File: config.mk
export PLATFORM = sky130hd
export DESIGN_NAME = serial_receiver
export DESIGN_NICKNAME = d
export VERILOG_FILES = /design/src/rtl/serial_pkg.sv /design/src/rtl/rx_shift_parity.sv /design/src/rtl/serial_receiver.sv
export SDC_FILE = /design/constraint.sdc
export NUM_CORES = 1
export LEC_CHECK = 0
export ABC_AREA = 1
export CAP_MARGIN = 20
export CORE_MARGIN = 2
export CORE_UTILIZATION = 41
export DETAILED_ROUTE_END_ITERATION = 10
export SKIP_CTS_REPAIR_TIMING = 1
export SLEW_MARGIN = 40
export SYNTH_ARGS = -nofsm -noshare
export SYNTH_HDL_FRONTEND = slang
export SYNTH_SLANG_ARGS = --single-unit
File: constraint.sdc
create_clock -name Clk_S -period 1.4 [get_ports Clk_S]
set_input_delay 0.35 -clock Clk_S [delete_from_list [all_inputs] [get_ports Clk_S]]
set_output_delay 0.35 -clock Clk_S [all_outputs]
set_load 0.01 [all_outputs]
File: src/rtl/serial_pkg.sv
// Frame constants and receiver state encodings shared by the serial link
// transmitter and receiver.
package serial_pkg;

    localparam int   DATA_W    = 55;
    localparam logic START_BIT = 1'b1;
    localparam logic STOP_BIT  = 1'b0;
    localparam logic IDLE_LVL  = 1'b0;

    typedef enum logic [2:0] {
        ST_RST    = 3'd0,
        ST_IDLE   = 3'd1,
        ST_DATA   = 3'd2,
        ST_PARITY = 3'd3,
        ST_STOP   = 3'd4
    } rx_state_e;

endpackage

File: src/rtl/rx_shift_parity.sv
// Receive shift register: serial bits enter at the LSB so the first (MSB)
// bit ends up on top; a running XOR of everything shifted in rides along.
module rx_shift_parity #(
    parameter int DATA_W = 55
) (
    input  logic              Clk_S,
    input  logic              Rst_n,
    input  logic              clr,
    input  logic              shift_en,
    input  logic              bit_in,
    output logic [DATA_W-1:0] data,
    output logic              par
);

    logic [DATA_W-1:0] shift_q, shift_d;
    logic              par_q, par_d;

    always_comb begin
        shift_d = shift_q;
        par_d   = par_q;
        if (clr) begin
            shift_d = '0;
            par_d   = 1'b0;
        end else if (shift_en) begin
            shift_d = {shift_q[DATA_W-2:0], bit_in};
            par_d   = par_q ^ bit_in;
        end
    end

    always_ff @(posedge Clk_S or negedge Rst_n) begin
        if (!Rst_n) begin
            shift_q <= '0;
            par_q   <= 1'b0;
        end else begin
            shift_q <= shift_d;
            par_q   <= par_d;
        end
    end

    assign data = shift_q;
    assign par  = par_q;

endmodule

File: src/rtl/serial_receiver.sv
// Single-wire serial deframer: start bit, MSB-first payload, optional even
// parity, stop bit; delivers the payload on a valid/taken handshake.
//
//   state     | meaning
//   ST_RST    | after reset, wait for the line to be seen low
//   ST_IDLE   | line idle, waiting for a start bit
//   ST_DATA   | shifting in payload bits
//   ST_PARITY | capturing the parity bit
//   ST_STOP   | sampling the stop bit and evaluating the frame
module serial_receiver #(
    parameter int DATA_W    = 55,
    parameter int PARITY_EN = 1,
    parameter int CNT_W     = 6
) (
    input  logic              Clk_S,
    input  logic              Rst_n,
    input  logic              S_Data,
    input  logic              RX_Data_Taken,
    output logic [DATA_W-1:0] RX_Data,
    output logic              RX_Data_Valid,
    output logic              RX_Error,
    output logic              RX_Overrun,
    output logic              RX_Busy
);
    import serial_pkg::*;

    localparam logic [CNT_W-1:0] CNT_LAST = CNT_W'(DATA_W - 1);

    rx_state_e         state_q, state_d;
    logic [CNT_W-1:0]  cnt_q, cnt_d;
    logic              par_bit_q, par_bit_d;
    logic [DATA_W-1:0] rx_data_q, rx_data_d;
    logic              valid_q, valid_d;
    logic              err_q, err_d;
    logic              ovr_q, ovr_d;
    logic              busy_q, busy_d;

    logic              sr_clr, sr_shift, sr_par;
    logic [DATA_W-1:0] sr_data;
    logic              frame_done, frame_bad;

    assign sr_clr   = (state_q == ST_IDLE) && (S_Data == START_BIT);
    assign sr_shift = (state_q == ST_DATA);

    rx_shift_parity #(.DATA_W(DATA_W)) u_shift (
        .Clk_S    (Clk_S),
        .Rst_n    (Rst_n),
        .clr      (sr_clr),
        .shift_en (sr_shift),
        .bit_in   (S_Data),
        .data     (sr_data),
        .par      (sr_par)
    );

    always_comb begin
        state_d    = state_q;
        cnt_d      = cnt_q;
        par_bit_d  = par_bit_q;
        rx_data_d  = rx_data_q;
        valid_d    = valid_q;
        err_d      = 1'b0;
        ovr_d      = 1'b0;
        frame_done = 1'b0;

        case (state_q)
            ST_RST: begin
                if (S_Data == IDLE_LVL) state_d = ST_IDLE;
            end
            ST_IDLE: begin
                if (S_Data == START_BIT) begin
                    state_d = ST_DATA;
                    cnt_d   = '0;
                end
            end
            ST_DATA: begin
                cnt_d = cnt_q + CNT_W'(1);
                if (cnt_q == CNT_LAST) state_d = (PARITY_EN != 0) ? ST_PARITY : ST_STOP;
            end
            ST_PARITY: begin
                par_bit_d = S_Data;
                state_d   = ST_STOP;
            end
            ST_STOP: begin
                frame_done = 1'b1;
                state_d    = ST_IDLE;
            end
            default: state_d = ST_RST;
        endcase

        frame_bad = (S_Data != STOP_BIT) || ((PARITY_EN != 0) && (sr_par ^ par_bit_q));

        // A good frame wins over a same-cycle take: the take consumes the old word.
        if (frame_done && frame_bad) err_d = 1'b1;
        if (frame_done && !frame_bad && (!valid_q || RX_Data_Taken)) begin
            rx_data_d = sr_data;
            valid_d   = 1'b1;
        end else if (frame_done && !frame_bad) begin
            ovr_d = 1'b1;
        end else if (RX_Data_Taken) begin
            valid_d = 1'b0;
        end

        busy_d = (state_d == ST_DATA) || (state_d == ST_PARITY) || (state_d == ST_STOP);
    end

    always_ff @(posedge Clk_S or negedge Rst_n) begin
        if (!Rst_n) begin
            state_q   <= ST_RST;
            cnt_q     <= '0;
            par_bit_q <= 1'b0;
            rx_data_q <= '0;
            valid_q   <= 1'b0;
            err_q     <= 1'b0;
            ovr_q     <= 1'b0;
            busy_q    <= 1'b0;
        end else begin
            state_q   <= state_d;
            cnt_q     <= cnt_d;
            par_bit_q <= par_bit_d;
            rx_data_q <= rx_data_d;
            valid_q   <= valid_d;
            err_q     <= err_d;
            ovr_q     <= ovr_d;
            busy_q    <= busy_d;
        end
    end

    assign RX_Data       = rx_data_q;
    assign RX_Data_Valid = valid_q;
    assign RX_Error      = err_q;
    assign RX_Overrun    = ovr_q;
    assign RX_Busy       = busy_q;

endmodule

# Word-level counts from Yosys, hierarchy flattened
# Cells that the tools add are included.
[classes] n_addsub=1 muxes=17 bitwise=2 n_reduce_logical=16 n_eq_ne=10
[op_table] cell="55-bit 2-to-1 mux" count=2
[op_table] cell="3-bit one-hot mux with 5 select lines" count=1
[op_table] cell="3-bit by 2-bit equality test with 1-bit output, second input constant" count=4
[op_table] cell="6-bit one-hot mux with 2 select lines" count=1
[op_table] cell="1-bit 2-to-1 mux" count=9
[op_table] cell="3-bit 2-to-1 mux" count=3
[op_table] cell="6-bit by 1-bit adder with 6-bit output, second input constant" count=1
[op_table] cell="3-bit equality test, second input constant" count=2
[op_table] cell="6-bit equality test, second input constant" count=1
[op_table] cell="6-bit 2-to-1 mux" count=1
[op_table] cell="2-bit nonzero test" count=3
[op_table] cell="1-bit logical AND" count=4
[op_table] cell="1-bit logical OR" count=4
[op_table] cell="2-bit AND reduction" count=2
[op_table] cell="3-bit by 1-bit equality test with 1-bit output, second input constant" count=1
[op_table] cell="3-bit logical NOT" count=1
[op_table] cell="1-bit logical NOT" count=2
[op_table] cell="2-bit by 1-bit inequality test with 1-bit output, second input constant" count=1
[op_table] cell="2-bit inequality test, second input constant" count=1
[op_table] cell="1-bit XOR" count=2
[totals] wordCells=56 output_inout_bits=59 regBits=125

# Longest topological paths before layout
[logic_depth] word_depth=7 ltp_mapped=8 ltp_nobuf=7

# By module
# Synthesis repeated with hierarchy kept, for this count alone.
[hier_totals] cells_unflattened=569 area_unflattened_um2=5441.5
[modules_own_cells] module="serial_receiver" seq_area_each_um2=1726.7 cells_per_inst=323 area_each_um2=2952.8 instances=1
[modules_own_cells] module="rx_shift_parity" seq_area_each_um2=1401.3 cells_per_inst=246 area_each_um2=2488.6 instances=1

# Least setup slack after synthesis
# Ideal clock, no wire load.
[synth_timing] kind="register to register" from="register valid_q, in the netlist RX_Data_Valid" to="register rx_data_q[33], in the netlist RX_Data[33]" arrival_ps=1177 path_slack_ps=157 synth_period_minus_slack_ps=1243 n_path_buf=2 stages_incl_launch_ff=6 setup_ps=66 cell_sequence="dfrtp_1 -> nand2_1 -> clkbuf_1 -> buf_2 -> nand4_1 -> nand2_1"
[synth_between] elab_chain_cells=3
[synth_rtl] element="start: declaration" line="serial_receiver.sv:33" text="logic valid_q, valid_d;"
[synth_rtl] element="start signal: assignment" line="serial_receiver.sv:121" text="valid_q <= valid_d;"
[synth_rtl] element="1-bit logical NOT" line="serial_receiver.sv:94" text="if (frame_done && !frame_bad && (!valid_q || RX_Data_Taken)) begin"
[synth_rtl] element="1-bit logical OR" line="serial_receiver.sv:94"
[synth_rtl] element="1-bit logical AND" line="serial_receiver.sv:94"
[synth_rtl] element="end signal: assignment" line="serial_receiver.sv:120" text="rx_data_q <= rx_data_d;"
[synth_rtl] element="end: declaration" line="serial_receiver.sv:32" text="logic [DATA_W-1:0] rx_data_q, rx_data_d;"
# Every way passes these cells.
# A chain may end at the register's enable or synchronous reset.

# Worst setup path in the final report
[layout_timing] from="register rx_data_q[18], in the netlist RX_Data[18]" to="output port RX_Data[18]"
[layout_lines] element="end: declaration" line="serial_receiver.sv:19" text="output logic [DATA_W-1:0] RX_Data,"
# No word-level cell between the ends.

==> impl_results.md <==
- Clk Latency, worst-skew pair: 410 ps
- Worst reg-to-reg path cell count: 7
- Most common cell in the synthesized netlist: nand2_1
- CTS Buf Count: 17
- Post-route ant nets: 0
- Nets: between 500 and 600
- Syn_nets: about 510
- Post-synth EDFFs: 0
- Reg-to-reg startpoint: u_shift.par
- Final period util: 0.957
- Fin area: between 0.006 and 0.007 mm^2
- Power per cell area: 2080 mW/mm^2
- Wirelength per Cell: 14.9 um
- Ys flop type: dfrtp_1
- Critical path data required time: 1050 ps
- I/O Buffers: 62
- Ant diodes: 0
- Placed wire-length estimate: 6660 um
- Max Transition Viols Final: 0
- Static leakage: 4.05 nW
- DRT iter0 DRCs: 208
- Slowest CP cell: dfrtp_1
- Syn avg cell area: 9.86 um^2
- Failing checks: hold timing
- Worst slew pin tran: 469 ps
- Final Skew: roughly 12 ps
- Pin count of the biggest net entering global routing: around 90
- R2r endpoint: RX_Data[50]
- CP Max Fanout: 2
- RSZ-0062 raised after global routing: true
- Overall Power: 13.9 mW
- Synth top area share: 0.631
- Bufs and invs on worst path: 1
- Crit-path max cell delay: 400 ps
- Register area share after synthesis: 0.631
- Post-synthesis cell type count: 23
- # setup viols final: 0
- Ports: 63
- Initial Util: 0.416
- Startpoint class of the critical path: flip-flop
- Core ar.: 0.0119 mm^2
- FF+latch count, synth: about 130
- Routed via count: between 3000 and 4000
- GP Congestion: ~0.74
- Hold Slack: -7.97 ps
- DP Area: between 0.005 and 0.006 mm^2
- H-tree levels: 4
- Setup slack, reg-to-reg: 70 ps
- First-pass GRT wire length: 18600 um
- Post-synth ARST share: 1.00
- First-pass DRT Iterations: 4
- Max clock buf depth: 2
- Total track usage: 0.181
- Clock Pin Slew Worst Setup and Hold Paths: 50 ps
- Die Wd: 114 um
- Cells after Synth: 503
- Die Area: about 0.013 mm^2
- Critical-path cell list: dlymetal6s2s_1
- Worst Slack Setup Final: 60.5 ps
- Critical path type: flip-flop to primary output
- # DRC: 0
- Minimum clock period: 1340 ps
- Top area cells in the synthesized netlist: dfrtp_1 (63%), nand2_1 (9.7%), nand4_1 (7.1%), o22ai_1 (6.8%), inv_1 (4.5%)
- Slew HR: 0.687
- Most frequent cells after synthesis: nand2_1 (128), dfrtp_1 (125), inv_1 (60)
- CTS tree: yes
- FMAX: 747 MHz
- CP delay by family, top: flip-flops
- Fin cells: approximately 740
- Worst Hold Class: primary input to asynchronous set/reset pin
- Std-Cell Rows: 40
- Num Clock Sinks: between 100 and 150
- Total of max-cap violations: 0
- Ratio of cells with drive above 1 in the final layout: 0.124
- Mapped cell area: approximately 0.0050 mm^2
- Die extent in y: 114 um
- Peak supply drop: 0.846 mV
- DP Worst Slack: -370 ps
- Initial antenna violation count: 0
- Crit. End Element: primary output
- Critical Path AT: 990 ps
- Remaining Overflow, GRT: 0
- Via-to-Cell Ratio: 5.15
- Routed WL: 11000 um
- Largest area contributor in the netlist: dfrtp_1
- Area Overhead vs Synth: 34.7%
- Worst Setup SP: RX_Data[18]
- Vias in the first global route: 3905
- Final Hold Viols: 4
- Yosys warnings: 0
- Placed cell count: 701
- Outcome: complete, but fails checks
- Root Buffer: clkbuf_16
==> layout by cell type, fill, tap and decap left out, types with 4 or more instances in the layout <==
cell            synthesis  layout
nor2_1                  7       6
buf_12                  0       6
dfrtp_1               125     124
nand3_1                 9       9
clkbuf_1                9       5
o21ai_1                 7       7
nand4_1                56      56
buf_4                   5      18
inv_2                   7       7
nand2_1               128     127
clkbuf_16               0      19
a21oi_1                 4       4
clkinv_2                0       5
inv_1                  60      60
dlymetal6s2s_1          0      59
o22ai_1                54      54
==> cells by family (layout without fill, tap and decap cells) <==
logic type      Yosys count  in the layout  synth area share
simple gates            207            207             0.196
fa+ha+maj                 2              2           0.00504
buf+inv                 102            190            0.0873
flops                   125            125             0.631
compound gates           67             67            0.0812
==> state kept, by name, indices dropped and copies added, names as in the netlist, 3 cells and up <==
name and flops:
RX_Data 55, cnt_q 6, u_shift.data 55, state_q 3
==> power breakdown <==
part           internal, mW  total [mW]  switching (mW)  leakage (nW)
registers              4.64        5.25           0.607          1.69
clock network          2.64        4.09            1.46         0.271
logic                  2.16        4.54            2.38          2.09
total                  9.44        13.9            4.44          4.05
==> worst max path at each step <==
stage | end | cells past startpoint
finish | RX_Data[18] | 1
global route | RX_Data[35] | 7
CTS | RX_Data[18] | 1
detailed placement | RX_Data[37] | 8
global placement | RX_Data[43] | 8
floorplan | RX_Data[33] | 5
==> per-stage QoR <==
step,setup TNS [ps],utilization,hold slack [ps]
2_1_floorplan,0,-,54.4
3_3_place_gp,-32650,0.492,439
3_5_place_dp,-35860,0.492,442
4_1_cts,-16580,0.538,6.62
5_1_grt,-44.7,0.561,22.3
6_report,0,0.561,-7.97
==> layer usage <==
layer	global-route usage	part of all wire
met5	0	0
met4	0.0593	0.011
met3	0.0531	0.036
met2	0.284	0.47
met1	0.243	0.48
==> cell type report <==
| class | count | area (um^2) |
|---|---|---|
| fillers | 1059 | 5230 |
| flip-flops and latches | 125 | 3130 |
| multi-input cells | 276 | 1410 |
| repair buffers | 92 | 1160 |
| clock buffers | 23 | 458 |
| inverters | 67 | 251 |
| well taps | 147 | 184 |
| clock inverters | 8 | 92.6 |
Power figures use the tool's default switching activity.
